==> src/rtl/neuron_4in_ctrl.sv <==
// Winner-take-all sequencer for a layer of four neuron_4in instances: settle, compare, spike,
// adapt thresholds, refractory wait. Define NEURON_CTRL_DECAY_EN to enable threshold decay.
module neuron_4in_ctrl #(
    parameter int unsigned p_input_width    = 9,
    parameter int unsigned p_weight_width   = 9,
    parameter int unsigned p_th_init        = 100,
    parameter int unsigned p_eta_shift      = 2,
    parameter int unsigned p_th_dec         = 1,
    parameter int unsigned p_th_min         = 16,
    parameter int unsigned p_settle_cycles  = 2,
    parameter int unsigned p_refract_cycles = 4,
    localparam int unsigned W = p_input_width + p_weight_width + 2
) (
    input  logic         i_clk,
    input  logic         i_rst_n,
    input  logic         i_event_valid,
    input  logic [W-1:0] i_neuron_out_1,
    input  logic [W-1:0] i_neuron_out_2,
    input  logic [W-1:0] i_neuron_out_3,
    input  logic [W-1:0] i_neuron_out_4,
    input  logic [W-1:0] i_lv_1,
    input  logic [W-1:0] i_lv_2,
    input  logic [W-1:0] i_lv_3,
    input  logic [W-1:0] i_lv_4,
    output logic [W-1:0] o_threshold_1,
    output logic [W-1:0] o_threshold_2,
    output logic [W-1:0] o_threshold_3,
    output logic [W-1:0] o_threshold_4,
    output logic [3:0]   o_spike,
    output logic [1:0]   o_winner,
    output logic         o_fired,
    output logic         o_valid,
    output logic         o_busy,
    output logic [7:0]   o_drop_cnt
);

    localparam int unsigned CntMax = (p_settle_cycles > p_refract_cycles) ?
                                     p_settle_cycles : p_refract_cycles;
    localparam int unsigned CntW = $clog2(CntMax + 1);
    localparam logic [W-1:0] ThInit = W'(p_th_init);

    typedef enum logic [2:0] {
        StIdle, StSettle, StCompare, StFire, StAdapt, StRefract
    } state_e;

    state_e            state_q, state_d;
    logic [CntW-1:0]   cnt_q, cnt_d;
    logic [1:0]        winner_q, winner_d;
    logic              fired_q, fired_d;
    logic [3:0]        spike_q, spike_d;
    logic              valid_q, valid_d;
    logic              busy_q, busy_d;
    logic [7:0]        drop_q, drop_d;
    logic [W-1:0]      th_q [4];
    logic [W-1:0]      th_d [4];

    logic [W-1:0]      nout [4];
    logic [W-1:0]      lv [4];
    logic [W-1:0]      best_val;
    logic [1:0]        best_idx;
    logic              found;
    logic [W-1:0]      th_win, lv_win, th_adapt;

    assign nout[0] = i_neuron_out_1;
    assign nout[1] = i_neuron_out_2;
    assign nout[2] = i_neuron_out_3;
    assign nout[3] = i_neuron_out_4;
    assign lv[0]   = i_lv_1;
    assign lv[1]   = i_lv_2;
    assign lv[2]   = i_lv_3;
    assign lv[3]   = i_lv_4;

    // Strict compare keeps the lowest index on ties; zero outputs never win.
    always_comb begin
        best_val = '0;
        best_idx = '0;
        for (int i = 0; i < 4; i++) begin
            if (nout[i] > best_val) begin
                best_val = nout[i];
                best_idx = 2'(i);
            end
        end
    end
    assign found = (best_val != '0);

    always_comb begin
        th_win = th_q[winner_q];
        lv_win = lv[winner_q];
        if (lv_win >= th_win) begin
            th_adapt = th_win + ((lv_win - th_win) >> p_eta_shift);
        end else begin
            th_adapt = th_win - ((th_win - lv_win) >> p_eta_shift);
        end
    end

    always_comb begin
        state_d  = state_q;
        cnt_d    = cnt_q;
        winner_d = winner_q;
        fired_d  = fired_q;
        spike_d  = '0;
        valid_d  = 1'b0;
        drop_d   = drop_q;
        th_d     = th_q;

        if (i_event_valid && (state_q != StIdle) && (drop_q != 8'hff)) begin
            drop_d = drop_q + 8'd1;
        end

        unique case (state_q)
            StIdle: begin
                if (i_event_valid) begin
                    state_d = StSettle;
                    cnt_d   = CntW'(p_settle_cycles);
                end
            end
            StSettle: begin
                if (cnt_q <= CntW'(1)) begin
                    state_d = StCompare;
                end else begin
                    cnt_d = cnt_q - CntW'(1);
                end
            end
            StCompare: begin
                winner_d = best_idx;
                fired_d  = found;
                if (found) begin
                    spike_d = 4'b0001 << best_idx;
                    state_d = StFire;
                end else begin
                    state_d = StAdapt;
                end
            end
            StFire: begin
                state_d = StAdapt;
            end
            StAdapt: begin
                valid_d = 1'b1;
                if (fired_q) begin
                    th_d[winner_q] = th_adapt;
                    if (p_refract_cycles == 0) begin
                        state_d = StIdle;
                    end else begin
                        state_d = StRefract;
                        cnt_d   = CntW'(p_refract_cycles);
                    end
                end else begin
`ifdef NEURON_CTRL_DECAY_EN
                    for (int i = 0; i < 4; i++) begin
                        if (th_q[i] >= W'(p_th_min)) begin
                            if ((th_q[i] - W'(p_th_min)) < W'(p_th_dec)) begin
                                th_d[i] = W'(p_th_min);
                            end else begin
                                th_d[i] = th_q[i] - W'(p_th_dec);
                            end
                        end
                    end
`else
                    th_d = th_q;
`endif
                    state_d = StIdle;
                end
            end
            StRefract: begin
                if (cnt_q <= CntW'(1)) begin
                    state_d = StIdle;
                end else begin
                    cnt_d = cnt_q - CntW'(1);
                end
            end
            default: state_d = StIdle;
        endcase

        busy_d = (state_d != StIdle);
    end

    always_ff @(posedge i_clk or negedge i_rst_n) begin
        if (!i_rst_n) begin
            state_q  <= StIdle;
            cnt_q    <= '0;
            winner_q <= '0;
            fired_q  <= 1'b0;
            spike_q  <= '0;
            valid_q  <= 1'b0;
            busy_q   <= 1'b0;
            drop_q   <= '0;
            for (int i = 0; i < 4; i++) begin
                th_q[i] <= ThInit;
            end
        end else begin
            state_q  <= state_d;
            cnt_q    <= cnt_d;
            winner_q <= winner_d;
            fired_q  <= fired_d;
            spike_q  <= spike_d;
            valid_q  <= valid_d;
            busy_q   <= busy_d;
            drop_q   <= drop_d;
            th_q     <= th_d;
        end
    end

    assign o_threshold_1 = th_q[0];
    assign o_threshold_2 = th_q[1];
    assign o_threshold_3 = th_q[2];
    assign o_threshold_4 = th_q[3];
    assign o_spike       = spike_q;
    assign o_winner      = winner_q;
    assign o_fired       = fired_q;
    assign o_valid       = valid_q;
    assign o_busy        = busy_q;
    assign o_drop_cnt    = drop_q;

endmodule
==> config.mk <==
export PLATFORM = sky130hd
export DESIGN_NAME = neuron_4in_ctrl
export DESIGN_NICKNAME = d
export VERILOG_FILES = /design/src/rtl/neuron_4in_ctrl.sv
export SDC_FILE = /design/constraint.sdc
export NUM_CORES = 1
export LEC_CHECK = 0
export CORE_ASPECT_RATIO = 0.6
export CORE_MARGIN = 10
export CORE_UTILIZATION = 52
export CTS_BUF_LIST = sky130_fd_sc_hd__clkbuf_8
export CTS_CLUSTER_SIZE = 25
export DETAILED_ROUTE_END_ITERATION = 12
export GPL_ROUTABILITY_DRIVEN = 0
export PLACE_DENSITY = 0.93
export SLEW_MARGIN = 20
export SYNTH_ARGS = -nofsm -noshare
export SYNTH_HDL_FRONTEND = slang
export SYNTH_SLANG_ARGS = --single-unit
==> constraint.sdc <==
create_clock -name i_clk -period 8.3 [get_ports i_clk]
set_input_delay 2.075 -clock i_clk [delete_from_list [all_inputs] [get_ports i_clk]]
set_output_delay 2.075 -clock i_clk [all_outputs]
set_load 0.01 [all_outputs]
* Word level (Yosys, flattened, before mapping)
Cells that the tools add are included. W data, S select, Z words.
Storage, ports and cells: memories 0, register bits after elaboration 103, logic and storage cells 78, input bits 163, output and inout bits 97, bits in writable memories 0, ROM bits 0, latch bits 0
Cells by class: add/subtract/negate cells 6, div/mod/pow operators 0, $mul 0, bitwise gates (word level) 1, order comparisons 8, reductions and logical operators 11, mux-type cells 30, shift operators 1, equality and inequality tests 9
Operator list (number):
- $mux W20 | 10
- $bmux W20 S2 | 2
- $bwmux W80 | 1
- $gt A20 B20 Y1 | 3
- $demux W20 S2 | 1
- $sub A20 B20 Y20 | 2
- $mux W3 | 8
- $add A20 B18 Y20 | 1
- $ge A20 B20 Y1 | 1
- $gt A20 B1 Y1 const B | 1
- $reduce_bool A20 Y1 | 1
- $sub A20 B18 Y20 | 1
- $pmux W3 S6 | 1
- $pmux W3 S3 | 1
- $reduce_bool A3 Y1 | 3
- $add A8 B1 Y8 const B | 1
- $mux W4 | 2
- $ne A8 B8 Y1 const B | 1
- $eq A3 B2 Y1 const B | 2
- $eq A3 B3 Y1 const B | 2
- $ne A2 B2 Y1 const B | 3
- $mux W2 | 2
- $reduce_and A4 Y1 | 1
- $shl A1 B2 Y4 const A | 1
- other kinds (11) | 14

* Logic depth before layout (Yosys ltp)
depth after elaboration 12, gate-level depth with buffers 36

* Worst setup path after synthesis
Ideal clock, no wire load.
path type input to register, from input i_neuron_out_1[11], to register fired_q (netlist: o_fired), required time 8.156 ns, stages 34, slack 0.320 ns, arrival time 7.835 ns, path through inv_1 > ha_1 > nand4_1 > nor3_1 > nand2_1 > or3_1 > o31ai_1 > buf_4 > buf_6 > buf_1 > mux2i_1 > ha_1 > a21o_1 > a211oi_1 > a21o_1 > o211a_1 > or2_2 > clkbuf_1 > clkbuf_1 > clkbuf_1 > nand2_1 > o21ai_0 > ha_1 > a21o_1 > a21o_1 > a21oi_1 > o21ai_0 > nand3_1 > a211oi_1 > o21ai_1 > and4_1 > a31oi_1 > nand2_1 > o21ai_0
Between the ends: word-level cells in the longest chain between the ends 9
Ends and longest elaborated chain:
- start: declaration | RTL line 17 | input logic [W-1:0] i_neuron_out_1,
- $gt A20 B1 Y1 | RTL line 78 | if (nout[i] > best_val) begin
- $mux W20 (*) | RTL line 78
- $gt A20 B20 Y1 | RTL line 78
- $mux W20 (*) | RTL line 78
- $gt A20 B20 Y1 | RTL line 78
- $mux W20 (*) | RTL line 78
- $gt A20 B20 Y1 | RTL line 78
- $mux W20 (*) | RTL line 78
- $reduce_bool A20 Y1 (*) | RTL line 84 | assign found = (best_val != '0);
- end signal: assignment | RTL line 194 | fired_q <= fired_d;
- end: declaration | RTL line 49 | logic fired_q, fired_d;
Mark *: on every way between the ends. The rest lies on a longest branch, timed or not. A chain may end at the register's enable or synchronous reset.

* Worst setup path after layout
from input i_neuron_out_1[10], to register spike_q[0] (netlist: o_spike[0])
Between the ends: word-level cells in the longest chain between the ends 11, elaborated cells between the ends (all ways) 15, classes of those cells order compare: 4; shift: 1; mux: 9; reduce/logical: 1
Ends and longest elaborated chain:
- $gt A20 B1 Y1 | RTL line 78
- $mux W20 (*) | RTL line 78
- $gt A20 B20 Y1 | RTL line 78
- $mux W20 | RTL line 78
- $gt A20 B20 Y1 | RTL line 78
- $mux W20 | RTL line 78
- $gt A20 B20 Y1 | RTL line 78
- $mux W20 or $mux W2 (tied branches) | RTL line 78
- $reduce_bool A20 Y1 or $shl A1 B2 Y4 (tied branches) | RTL line 84, 128
- $mux W4 (*) | RTL line 127 | if (found) begin
- $mux W4 (*) | RTL line 110 | unique case (state_q)
- via spike_d[0] | RTL line 50 | logic [3:0] spike_q, spike_d;
- end signal: assignment | RTL line 195 | spike_q <= spike_d;
- end: declaration | RTL line 50
Mark *: on every way through the listed nets, which the timed path passes. The rest lies on a longest branch.

==> results.py <==
metrics = {
    "outcome": {
        "status": "complete, no violations",
    },
    "timing": {
        "fmax_mhz": 123.3,
        "relSlewSlack_pct": 35.95,
        "period_share_pct": 97.71,
        "slew_violations": 0,
        "final.setup.worst_slack_ns": 0.1902,
        "fin_skew_ns": 0.01375,
        "tightestPinTransition_ns": 0.9607,
        "setup_viol": 0,
        "final_hold_viol_count": 0,
        "timing.final.crit_period_ns": 8.110,
    },
    "global_route": {
        "grt_pass1_wl_mm": 60.30,
        "top_usage_layer": "met2",
        "grt_overflow": 0,
        "grt_max_degree": 59,
        "antenna_found_initial": 1,
        "grt_pass1_vias": 10577,
        "grt_use_met1_pct": 38.64,
        "grtUsageTotal_pct": 29.18,
        "use_met3_pct": 10.45,
        "grtUsageMet2_pct": 44.23,
    },
    "placement": {
        "port_buffers": 259,
        "place_hpwl_mm": 31.72,
        "dp.cells": 1639,
        "place_ws_ns": -0.1913,
    },
    "critical_path": {
        "critPathLaunchType": "input pin",
        "cp_data_arrival_time_ns": 8.44,
        "crit_type": "input pin to flop",
        "crit_path_frequent_cell": "ha_1",
        "path_max_fanout": 10,
        "cpPeakStageDelay_ns": 0.49,
        "worstRegToRegCells": 25,
        "crit_path_top_delay_cell": "clkdlybuf4s50_1",
        "required_ns": 8.63,
        "cp-end-kind": "flop",
    },
    "final_layout": {
        "syn_to_final_growth_pct": 34.49,
        "nets": 1675,
        "drive_gt1_share_pct": 18.23,
        "diodes": 0,
        "fin_cells": 1659,
    },
    "logic_synthesis": {
        "syn_area_mm2": 0.01032,
        "ys_seq_area_share_pct": 25.12,
        "postSynthAreaPerCell_um2": 9.406,
        "synth_edf_count": 0,
        "synth_cell_types": 79,
        "syn_inst": 1097,
        "async_flop_share_pct": 100.0,
        "synthFlopType": "dfrtp_1",
        "syn_nets": 1383,
        "yosys.area.top_type_share_pct": 22.07,
        "ys_ff_latch": 103,
        "yosysTopAreaCell": "dfrtp_1",
        "synthTopCellsByArea": "dfrtp_1 (22%), ha_1 (15%), mux4_2 (8.7%), mux2_2 (7.9%), o21ai_0 (3.2%)",
        "ys_warn_count": 0,
    },
    "route": {
        "dr.pass1.iters": 6,
        "drc": 0,
        "drtIter0Drc": 1308,
        "routed_wl_mm": 39.83,
        "via_per_inst": 6.412,
        "ant_nets": 0,
        "num_vias": 10637,
        "avgRoutedWirePerCell_um": 24.01,
    },
    "floorplan": {
        "fp.dieArea_mm2": 0.02606,
        "ios": 260,
        "die_w_um": 201.9,
        "core-area_mm2": 0.01927,
        "die_h_um": 129.1,
        "start_util_pct": 53.53,
        "std_cell_rows": 39,
    },
    "clock_network": {
        "cts.path.max_buffers": 2,
        "htreeDepth": 3,
        "clock-sinks": 103,
        "clk_pin_slew_worst_paths_ns": 0.10,
        "clk_latency_ns": 0.40,
        "clockRootBuffer": "clkbuf_8",
        "cts_buffers": 9,
        "cts_tree": "done",
    },
    "min_path": {
        "min_path_type": "flop to flop",
        "holdPathStages": 1,
    },
    "job": {
        "timing.max_cap.violations": 0,
    },
}
[worst paths after layout]
kind | from | end | slack (ns)
max in group asynchronous | i_rst_n | o_winner[0] | 5.33
worst max-delay path | i_neuron_out_1[10] | o_spike[0] | 0.19
min in group asynchronous | i_rst_n | o_threshold_2[8] | 1.69
worst min register to register | cnt_q[1] | cnt_q[1] | 0.49
worst max register to register | o_winner[0] | o_threshold_1[19] | 1.18
worst min-delay path | cnt_q[1] | cnt_q[1] | 0.49
[registers in the layout (all words and copies together), names as in the netlist]
register,count
cnt_q,3
o_busy,1
o_drop_cnt,8
o_fired,1
o_spike,4
o_threshold_1,20
o_threshold_2,20
o_threshold_3,20
o_threshold_4,20
o_valid,1
o_winner,2
state_q,3
[cell usage after synthesis, drive strengths merged (5+ instances only)]
library cell and count:
ha 122, dfrtp 91, inv 76, nand2 74
o21ai 74, mux2 73, nor2 65, a21oi 63
mux4 40, clkbuf 36, nor3 34, xnor2 34
a21o 32, mux2i 25, xor2 22, nand4 21
buf 20, nand3 19, a211oi 17, nor4 14
dfstp 12, a31oi 11, o21a 11, nor2b 10
or3 9, and3 8, or2 7, and4 6
nand2b 5, nor3b 5, o31ai 5
[timing repair]
item                                    in CTS  in global routing
endpoints found under the setup margin       0                 21
resized for setup                            0                 13
setup buffers                                0                  3
hold buffers                                 0                  0
[critical path: cells and delay by family]
| family | cells | cell delay (ns) |
|---|---|---|
| AO/OA/AOI/OAI | 10 | 1.58 |
| adder cells (fa/ha/maj) | 3 | 0.89 |
| buffers and inverters | 6 | 1.20 |
| multiplexers | 1 | 0.29 |
| AND/OR/NAND/NOR | 11 | 2.35 |
[cell families after synthesis]
| kind of cell | after synthesis | share of synthesized area [%] |
|---|---|---|
| simple gates | 290 | 14.31 |
| mux | 138 | 19.12 |
| flops | 103 | 25.12 |
| compound gates | 255 | 16.18 |
| xor+xnor | 56 | 5.008 |
| fa+ha+maj | 123 | 14.99 |
| buf+inv | 132 | 5.275 |
[layout make-up]
type	count	area [µm²]
repair buffers	336	3211
clock inverters	6	62.56
well taps	266	332.8
flip-flops and latches	103	2597
inverters	76	285.3
fillers	1308	5398
clock buffers	9	123.9
multi-input cells	863	7264
[per-stage QoR]
step,TNS [ns],area (µm²),utilization [%],hold slack (ns)
final,0,13880,72.00,0.4906
after global routing,-0.2239,13880,72.00,0.5070
after CTS,0,13750,71.35,0.4896
after detailed placement,-0.9685,13570,70.39,0.4662
after global placement,0,13570,70.39,0.4656
after floorplan,0,10320,-,0.4497
[layer usage]
metal  vias up  routed length (µm)
met1      5110               16300
met3       128                5217
met5         -                  13
met2       758               17010
met4         2                1278
li1       4639                   -
[cells in the final DEF (no fill, tap or decap), drive strengths merged, types with 11 or more instances in the layout]
master         instances
o21a                  11
o21ai                 74
mux2                  73
inv                   79
mux2i                 25
a21o                  32
clkdlybuf4s50        258
nand4                 21
nor2                  65
ha                   122
a211oi                17
mux4                  40
xnor2                 34
nor3                  34
nand3                 19
xor2                  22
buf                   77
a31oi                 11
nand2                 74
a21oi                 63
dfstp                 12
dfrtp                 91
nor4                  14
Power is not shown: default switching activity piles up to over one toggle a cycle in this logic, so the estimate is an artifact.
